## src/rtl/fetch_pkg.sv

```systemverilog
// Shared types and constants for the instruction-fetch front end (fetch_pc_unit).
package fetch_pkg;

  localparam int unsigned XLEN = 32;
  localparam logic [XLEN-1:0] PC_STEP = 32'd4;

  typedef enum logic [2:0] {
    IDLE,
    REQ,
    WAIT,
    HOLD,
    DRAIN,
    FAULT
  } fetch_state_t;

  function automatic logic [XLEN-1:0] align_pc(input logic [XLEN-1:0] pc);
    return {pc[XLEN-1:2], 2'b00};
  endfunction

endpackage

```

## src/rtl/fetch_out_buf.sv

```systemverilog
// Single-entry {instr, pc} output register with valid/ready handshake, load and flush.
module fetch_out_buf
  import fetch_pkg::*;
(
  input  logic            i_clk,
  input  logic            i_rst_n,
  input  logic            i_load,
  input  logic            i_flush,
  input  logic [XLEN-1:0] i_instr,
  input  logic [XLEN-1:0] i_pc,
  input  logic            i_ready,
  output logic            o_valid,
  output logic [XLEN-1:0] o_instr,
  output logic [XLEN-1:0] o_pc
);

  logic            r_valid;
  logic [XLEN-1:0] r_instr;
  logic [XLEN-1:0] r_pc;

  always_ff @(posedge i_clk or negedge i_rst_n) begin
    if (!i_rst_n) begin
      r_valid <= 1'b0;
      r_instr <= '0;
      r_pc    <= '0;
    end else begin
      if (i_load) begin
        r_instr <= i_instr;
        r_pc    <= i_pc;
      end
      if (i_flush) begin
        r_valid <= 1'b0;
      end else if (i_load) begin
        r_valid <= 1'b1;
      end else if (i_ready) begin
        r_valid <= 1'b0;
      end
    end
  end

  assign o_valid = r_valid;
  assign o_instr = r_instr;
  assign o_pc    = r_pc;

endmodule

```

## src/rtl/fetch_pc_unit.sv

```systemverilog
// Instruction-fetch front end: owns the PC, issues one outstanding word fetch at a time.
// Optional misaligned-redirect trap is enabled by defining FETCH_MISALIGN_TRAP_EN.
module fetch_pc_unit
  import fetch_pkg::*;
#(
  parameter logic [XLEN-1:0] RESET_PC = 32'h0000_0000
) (
  input  logic            iClk,
  input  logic            iRstN,
  input  logic            iRedirect,
  input  logic [XLEN-1:0] iRedirectPc,
  output logic            oImemReqValid,
  output logic [XLEN-1:0] oImemAddr,
  input  logic            iImemReqReady,
  input  logic            iImemRspValid,
  input  logic [XLEN-1:0] iImemRspData,
  output logic            oInstrValid,
  output logic [XLEN-1:0] oInstr,
  output logic [XLEN-1:0] oInstrPc,
  input  logic            iInstrReady
`ifdef FETCH_MISALIGN_TRAP_EN
  ,
  output logic            oMisalign
`endif
);

  fetch_state_t    r_state;
  logic [XLEN-1:0] r_pc;
  logic            r_req_valid;

  logic [XLEN-1:0] w_tgt;
  logic            w_tgt_bad;
  logic            w_pc_bad;
  logic            w_owes_rsp;
  logic            w_load;
  logic [XLEN-1:0] w_buf_pc;

`ifdef FETCH_MISALIGN_TRAP_EN
  assign w_tgt     = iRedirectPc;
  assign w_tgt_bad = (iRedirectPc[1:0] != 2'b00);
  assign w_pc_bad  = (r_pc[1:0] != 2'b00);
`else
  assign w_tgt     = align_pc(iRedirectPc);
  assign w_tgt_bad = 1'b0;
  assign w_pc_bad  = 1'b0;
`endif

  // A request accepted now, or still in flight, owes a response that must be dropped.
  assign w_owes_rsp = ((r_state == REQ) && iImemReqReady) ||
                      (((r_state == WAIT) || (r_state == DRAIN)) && !iImemRspValid);
  assign w_load     = (r_state == WAIT) && iImemRspValid && !iRedirect;

  always_ff @(posedge iClk or negedge iRstN) begin
    if (!iRstN) begin
      r_state     <= IDLE;
      r_pc        <= RESET_PC;
      r_req_valid <= 1'b0;
    end else if (iRedirect) begin
      r_pc <= w_tgt;
      if (w_owes_rsp) begin
        r_state     <= DRAIN;
        r_req_valid <= 1'b0;
      end else if (w_tgt_bad) begin
        r_state     <= FAULT;
        r_req_valid <= 1'b0;
      end else begin
        r_state     <= REQ;
        r_req_valid <= 1'b1;
      end
    end else begin
      unique case (r_state)
        IDLE: begin
          r_state     <= REQ;
          r_req_valid <= 1'b1;
        end
        REQ: begin
          if (iImemReqReady) begin
            r_state     <= WAIT;
            r_req_valid <= 1'b0;
          end
        end
        WAIT: begin
          if (iImemRspValid) begin
            r_pc    <= r_pc + PC_STEP;
            r_state <= HOLD;
          end
        end
        HOLD: begin
          if (iInstrReady) begin
            r_state     <= REQ;
            r_req_valid <= 1'b1;
          end
        end
        DRAIN: begin
          if (iImemRspValid) begin
            r_state     <= w_pc_bad ? FAULT : REQ;
            r_req_valid <= !w_pc_bad;
          end
        end
        default: begin
          r_state     <= FAULT;
          r_req_valid <= 1'b0;
        end
      endcase
    end
  end

  fetch_out_buf u_out_buf (
    .i_clk   (iClk),
    .i_rst_n (iRstN),
    .i_load  (w_load),
    .i_flush (iRedirect),
    .i_instr (iImemRspData),
    .i_pc    (r_pc),
    .i_ready (iInstrReady),
    .o_valid (oInstrValid),
    .o_instr (oInstr),
    .o_pc    (w_buf_pc)
  );

  assign oImemReqValid = r_req_valid;
  assign oImemAddr     = r_pc;

`ifdef FETCH_MISALIGN_TRAP_EN
  assign oMisalign = (r_state == FAULT);
  assign oInstrPc  = (r_state == FAULT) ? r_pc : w_buf_pc;
`else
  assign oInstrPc  = w_buf_pc;
`endif

endmodule

```

## config.mk

```make
export PLATFORM = sky130hd
export DESIGN_NAME = fetch_pc_unit
export DESIGN_NICKNAME = d
export VERILOG_FILES = /design/src/rtl/fetch_pkg.sv /design/src/rtl/fetch_out_buf.sv /design/src/rtl/fetch_pc_unit.sv
export SDC_FILE = /design/constraint.sdc
export NUM_CORES = 1
export LEC_CHECK = 0
export BUFFER_PORTS_ARGS = -buffer_cell sky130_fd_sc_hd__buf_4
export CAP_MARGIN = 25
export CORE_MARGIN = 2
export CORE_UTILIZATION = 53
export CTS_CLUSTER_DIAMETER = 30
export CTS_CLUSTER_SIZE = 30
export DETAILED_ROUTE_END_ITERATION = 7
export GPL_TIMING_DRIVEN = 0
export HOLD_SLACK_MARGIN = 0.05
export PLACE_DENSITY = 0.85
export SETUP_SLACK_MARGIN = 0.3
export SYNTH_ARGS = -nofsm -noshare
export SYNTH_HDL_FRONTEND = slang
export SYNTH_SLANG_ARGS = --single-unit
export TNS_END_PERCENT = 50
```

## constraint.sdc

```tcl
create_clock -name iClk -period 7.04 [get_ports iClk]
set_input_delay 0.704 -clock iClk [delete_from_list [all_inputs] [get_ports iClk]]
set_output_delay 0.704 -clock iClk [all_outputs]
set_load 0.02 [all_outputs]
```

After elaboration in Yosys (flattened, before gate mapping)
Cells that the tools add are included.
- bits in registers: 101
- input bits: 70
- output and inout bits: 98
- logic and storage cells: 50
- add/subtract/negate cells: 1
- equal/unequal tests: 9
- mux-type cells: 19
- reductions and logical operators: 15
- operator list (kind ; count):
    32-bit 2-to-1 mux ; 3
    32-bit by 3-bit adder with 32-bit output, second input constant ; 1
    3-bit 2-to-1 mux ; 6
    3-bit case mux with 5 select lines ; 1
    3-bit inequality test, second input constant ; 4
    1-bit 2-to-1 mux ; 8
    4-bit AND reduction ; 2
    3-bit by 2-bit == test with 1-bit output, second input constant ; 2
    1-bit case mux with 5 select lines ; 1
    1-bit logical AND ; 4
    2-bit nonzero test ; 2
    3-bit by 1-bit == test with 1-bit output, second input constant ; 1
    3-bit == test, second input constant ; 1
    3-bit logical NOT ; 1
    3-bit nonzero test ; 1
    1-bit logical NOT ; 2
    1-bit logical OR ; 2
    2-bit inequality test, second input constant ; 1
    2-bit AND reduction ; 1

Depth between registers and ports, before layout
- depth in word-level cells: 6
- mapped depth: 8
- depth with buffers taken out: 5

By module
A second synthesis with hierarchy kept.
- cells, all modules: 396
- area total of the unflattened synthesis: 4800.9 sq um
- by module, submodules not included (module ; instances ; cells each ; area an instance (sq um) ; seq. area each (sq um)):
    fetch_out_buf ; 1 ; 139 ; 2618.8 ; 1626.6
    fetch_pc_unit ; 1 ; 257 ; 2182.1 ; 850.8

Worst setup path after synthesis
Ideal clock, no wire load.
- kind: input-to-reg
- from: in iImemRspValid
- to: reg r_pc[30], in the netlist oImemAddr[30]
- setup time: 124 ps
- arrival: 2228 ps
- required time: 6916 ps
- path slack: 4688 ps
- stages: 6
- cells stage by stage: nand4bb_4 buf_6 or4_1 buf_2 o41a_1 o31a_1
- longest elaborated chain between the ends: 2
- ends and longest elaborated chain (element ; RTL line ; text):
    from (decl) ; fetch_pc_unit.sv:15 ; input logic iImemRspValid,
    2-bit nonzero test (no source line) ; - ;
    2-bit AND reduction (no source line) ; - ;
    to (signal assigned) ; fetch_pc_unit.sv:59 ; r_pc <= w_tgt;
    to (signal assigned) ; fetch_pc_unit.sv:84 ; r_pc <= r_pc + PC_STEP;
    to (decl) ; fetch_pc_unit.sv:28 ; logic [XLEN-1:0] r_pc;
Every way passes these cells.
A chain may end at the register's enable or synchronous reset.

Final worst setup path
- from: reg r_state[0]
- to: reg r_pc[19], in the netlist oImemAddr[19]
- longest elaborated chain between the ends: 3
- ends and longest elaborated chain (element ; RTL line ; text):
    from (decl) ; fetch_pc_unit.sv:27 ; fetch_state_t r_state;
    from (signal assigned) ; fetch_pc_unit.sv:96 ; r_state <= w_pc_bad ? FAULT : REQ;
    3-bit by 2-bit == test with 1-bit output ; fetch_pc_unit.sv:71 ; unique case (r_state)
    2-bit nonzero test (no source line) ; - ;
    2-bit AND reduction (no source line) ; - ;
Every way passes these cells.

==> impl_results.md <==
- Largest net degree at the start of global routing: 56
- # IOs: 168
- GP Congestion: 0.837
- Hold Fails Final Rpt: 0
- Initial antenna violation count: 0
- Antenna viol nets, final: 0
- Critical Path Fanout Max: 10
- Combinational power share: 39.5%
- WP data required: 7.32 ns
- Yosys reg bits: 97
- Clk pwr share: 19.7%
- Final period utilization: 35.2%
- Largest delay share family, worst path: simple AND/OR/NAND/NOR gates
- Vias per Instance: 5.65
- Unrepaired setup endpoints after global routing: false
- Worst r2r src: r_state[0]
- Worst stage delay on the critical path: 0.51 ns
- Final non-filler cell total: 668
- Area of the multi-input gates: 0.00187 mm^2
- Tmin final: 2.48 ns
- Switching power: 739 uW
- Routed WL: 11400 um
- Distinct cells, synth: 41
- Net Sw Frac: 35.4%
- Top FF cell, synth: dfrtp_1
- CTS Buffer Depth: 2
- Die area: 0.00912 mm^2
- R2R Path End: oImemAddr[19]
- Global Route Usage Sum: 24.9%
- Post-synth design cell area: 0.00444 mm^2
- Arr. time, crit path: 2.76 ns
- Vias after detailed routing: 3777
- Area leader, netlist: dfrtp_1
- Ranking of synthesized cells by area: dfrtp_1 55%, mux2_2 16%, o21ai_0 2.6%
- Core Area: 0.00818 mm^2
- CP cell instances: buf_6 -> nand4bb_4 -> buf_6 -> or4_1 -> clkbuf_1 -> buf_2 -> or3_1 -> a31oi_1
- Ys async rst share: 100%
- Dpl hpwl: 8520 um
- Register area share after synthesis: 54.7%
- Max-cap violations: 0
- Share of the synthesized area in the top cell type: 54.7%
- Ys Warns: 0
- Fin Setup TNS: 0 ns
- Static Leak: 0.00287 uW
- Slew @ Worst Pin: 0.671 ns
- Clock Pin Slew Worst Setup and Hold Paths: 0.10 ns
- Final slew viol count: 0
- Die Height: 95.5 um
- Share of cells above drive strength 1: 44.8%
- CTS sink cnt: 97
- Mean Syn Cell Area: 11.6 um^2
- Critical path type: reg -> reg
- Vias in the first global route: 3684
- Grt total ovfl: 0
- EDFF count, synth: 0
- # diodes: 0
- PostCTS Resize Cnt: 0
- Final Hold Slack: 0.326 ns
- Detailed Routing Iterations Pass 1: 5
- Initial DRC count: 217
- CP bufs+invs: 4
- Slowest stage cell, crit path: or4_1
- Seq pwr share: 40.9%
- H-tree levels: 3
- Clock latency on the worst-skew pair: 0.36 ns
- Crit path depth: 8
- Cts hold-fix bufs: 0
- Postcts setup bufs: 0
- CTS root buf: clkbuf_8
- DP Worst Slack: 4.30 ns
- CTS tree: built
- Starting Density: 54.3%
- CP Launch Type: register
- Post-route DRC: 0
- Pint: 1350 uW
- Status: completed
- Post-route worst setup slack: 4.56 ns
- Endpoints failing setup: 0
- Post-Place Cells: 653
- Nets: 630
- FF-to-FF setup slack: 4.56 ns
- Critical path endpoint category: register
- Worst Skew: 0.0155 ns
- Routed WL per cell: 17.1 um
- Pwr dens: 346 mW/mm^2
- First-pass GRT wire length: 17600 um
- Total power: 2090 uW
- Die width: 95.5 um
- Most frequent CP cell: buf_6
- Max rail drop VDD: 0.000227 V
- Reg2reg path depth: 8
- Storage element area: 0.00243 mm^2
- Input/output buffers: 160
- Fill cells: 592
- Slew headroom: 55.1%
- Rows: 33
- Layout area overhead: 36.0%
- Worst hold path type: in -> async
- CTS buffer count: 9
- Highest Clock Rate: 404 MHz
- Synth Instances: 384
-- worst register-to-register path, delay by kind of cell (launching register included) --
| kind | cells | cell delay [ns] |
|---|---|---|
| compound gates | 1 | 0.20 |
| buf+inv | 4 | 0.80 |
| flops | 1 | 0.38 |
| simple gates | 3 | 1.02 |
-- cells in the mapped netlist, types with 2 or more instances --
| library cell | n |
|---|---|
| dfrtp_1 | 97 |
| mux2_2 | 63 |
| nand2_1 | 25 |
| o21ai_0 | 23 |
| nor2_1 | 19 |
| clkbuf_1 | 18 |
| a31oi_1 | 17 |
| nand3_1 | 13 |
| or4_1 | 13 |
| o31ai_1 | 11 |
| nand4_1 | 9 |
| or3_1 | 7 |
| nand2b_1 | 6 |
| nor4_1 | 6 |
| a21oi_1 | 5 |
| and3_1 | 5 |
| inv_1 | 5 |
| xnor2_1 | 5 |
| xor2_1 | 5 |
| buf_4 | 4 |
| nor3_1 | 4 |
| buf_2 | 3 |
| buf_6 | 2 |
| or3b_2 | 2 |
-- metrics by stage --
step | cell area, um^2 | utilization (%)
after floorplan | 4450 | -
after global placement | 5780 | 70.7
after detailed placement | 5810 | 71.1
after CTS | 6040 | 73.8
after global routing | 6040 | 73.8
final | 6040 | 73.8
-- logic make-up (layout without fill, tap and decap cells) --
kind of cell | after synthesis | count (layout) | synth area share [%]
simple gates | 115 | 115 | 14.4
other cells | 1 | 4 | 0.0845
buf+inv | 33 | 209 | 3.55
flops | 97 | 97 | 54.7
mux | 64 | 64 | 16.2
compound gates | 63 | 63 | 8.79
xor+xnor | 10 | 10 | 1.97
fa+ha+maj | 1 | 1 | 0.282
-- layer usage --
| metal | GRT usage, % | wire length, um | part of all wire (%) | up-vias |
|---|---|---|---|---|
| li1 | - | - | - | 1753 |
| met1 | 32.5 | 4720 | 41 | 1841 |
| met2 | 40.7 | 5690 | 50 | 170 |
| met3 | 5.93 | 863 | 7.5 | 13 |
| met4 | 8.69 | 167 | 1.5 | 0 |
| met5 | 0 | 0 | 0 | - |
-- area by class of cell --
cell class | count | area share [%]
flip-flops and latches | 97 | 40.2
multi-input cells | 257 | 30.9
repair buffers | 161 | 20.4
clock buffers | 10 | 2.28
plain buffers | 27 | 2.24
well taps | 105 | 2.18
clock inverters | 5 | 1.45
inverters | 6 | 0.373
-- cells in the final DEF, fill, tap and decap left out, types with 2 or more instances in the layout --
cell type,n
dfrtp_1,97
bufinv_16,2
xnor2_1,5
buf_2,3
clkbuf_8,10
nor4_1,6
nor2_1,19
a31oi_1,17
nand2b_1,6
mux2_2,63
nand3_1,13
or3b_2,2
nand2_1,25
nand4_1,9
clkbuf_1,18
o21ai_0,23
buf_4,164
buf_6,2
xor2_1,5
inv_1,5
or4_1,13
and3_1,5
conb_1,4
nor3_1,4
a21oi_1,5
or3_1,7
o31ai_1,11
-- power by group through the flow --
stage / clock network, uW / registers, uW / logic [uW]
after floorplan: 0 / 1060 / 234
after global placement: 0 / 848 / 803
after detailed placement: 0 / 864 / 827
after CTS: 415 / 854 / 829
after global routing: 435 / 880 / 875
final: 410 / 853 / 823
-- how the worst max path moves through the flow --
stage	startpoint	endpoint	slack (ns)
finish	r_state[0]	oImemAddr[19]	4.56
global route	r_state[0]	u_out_buf.o_pc[24]	4.46
CTS	r_state[0]	u_out_buf.o_pc[22]	4.54
detailed placement	iImemRspValid	u_out_buf.o_pc[22]	4.30
global placement	iImemRspValid	u_out_buf.o_instr[31]	4.38
floorplan	iImemRspValid	oImemAddr[30]	4.69
-- registers in the layout (all words and copies together), names as in the netlist --
register	flops
oImemAddr	30
u_out_buf.o_instr	32
oImemReqValid	1
r_state	3
u_out_buf.o_pc	30
u_out_buf.o_valid	1
(Power assumes the default switching activity.)
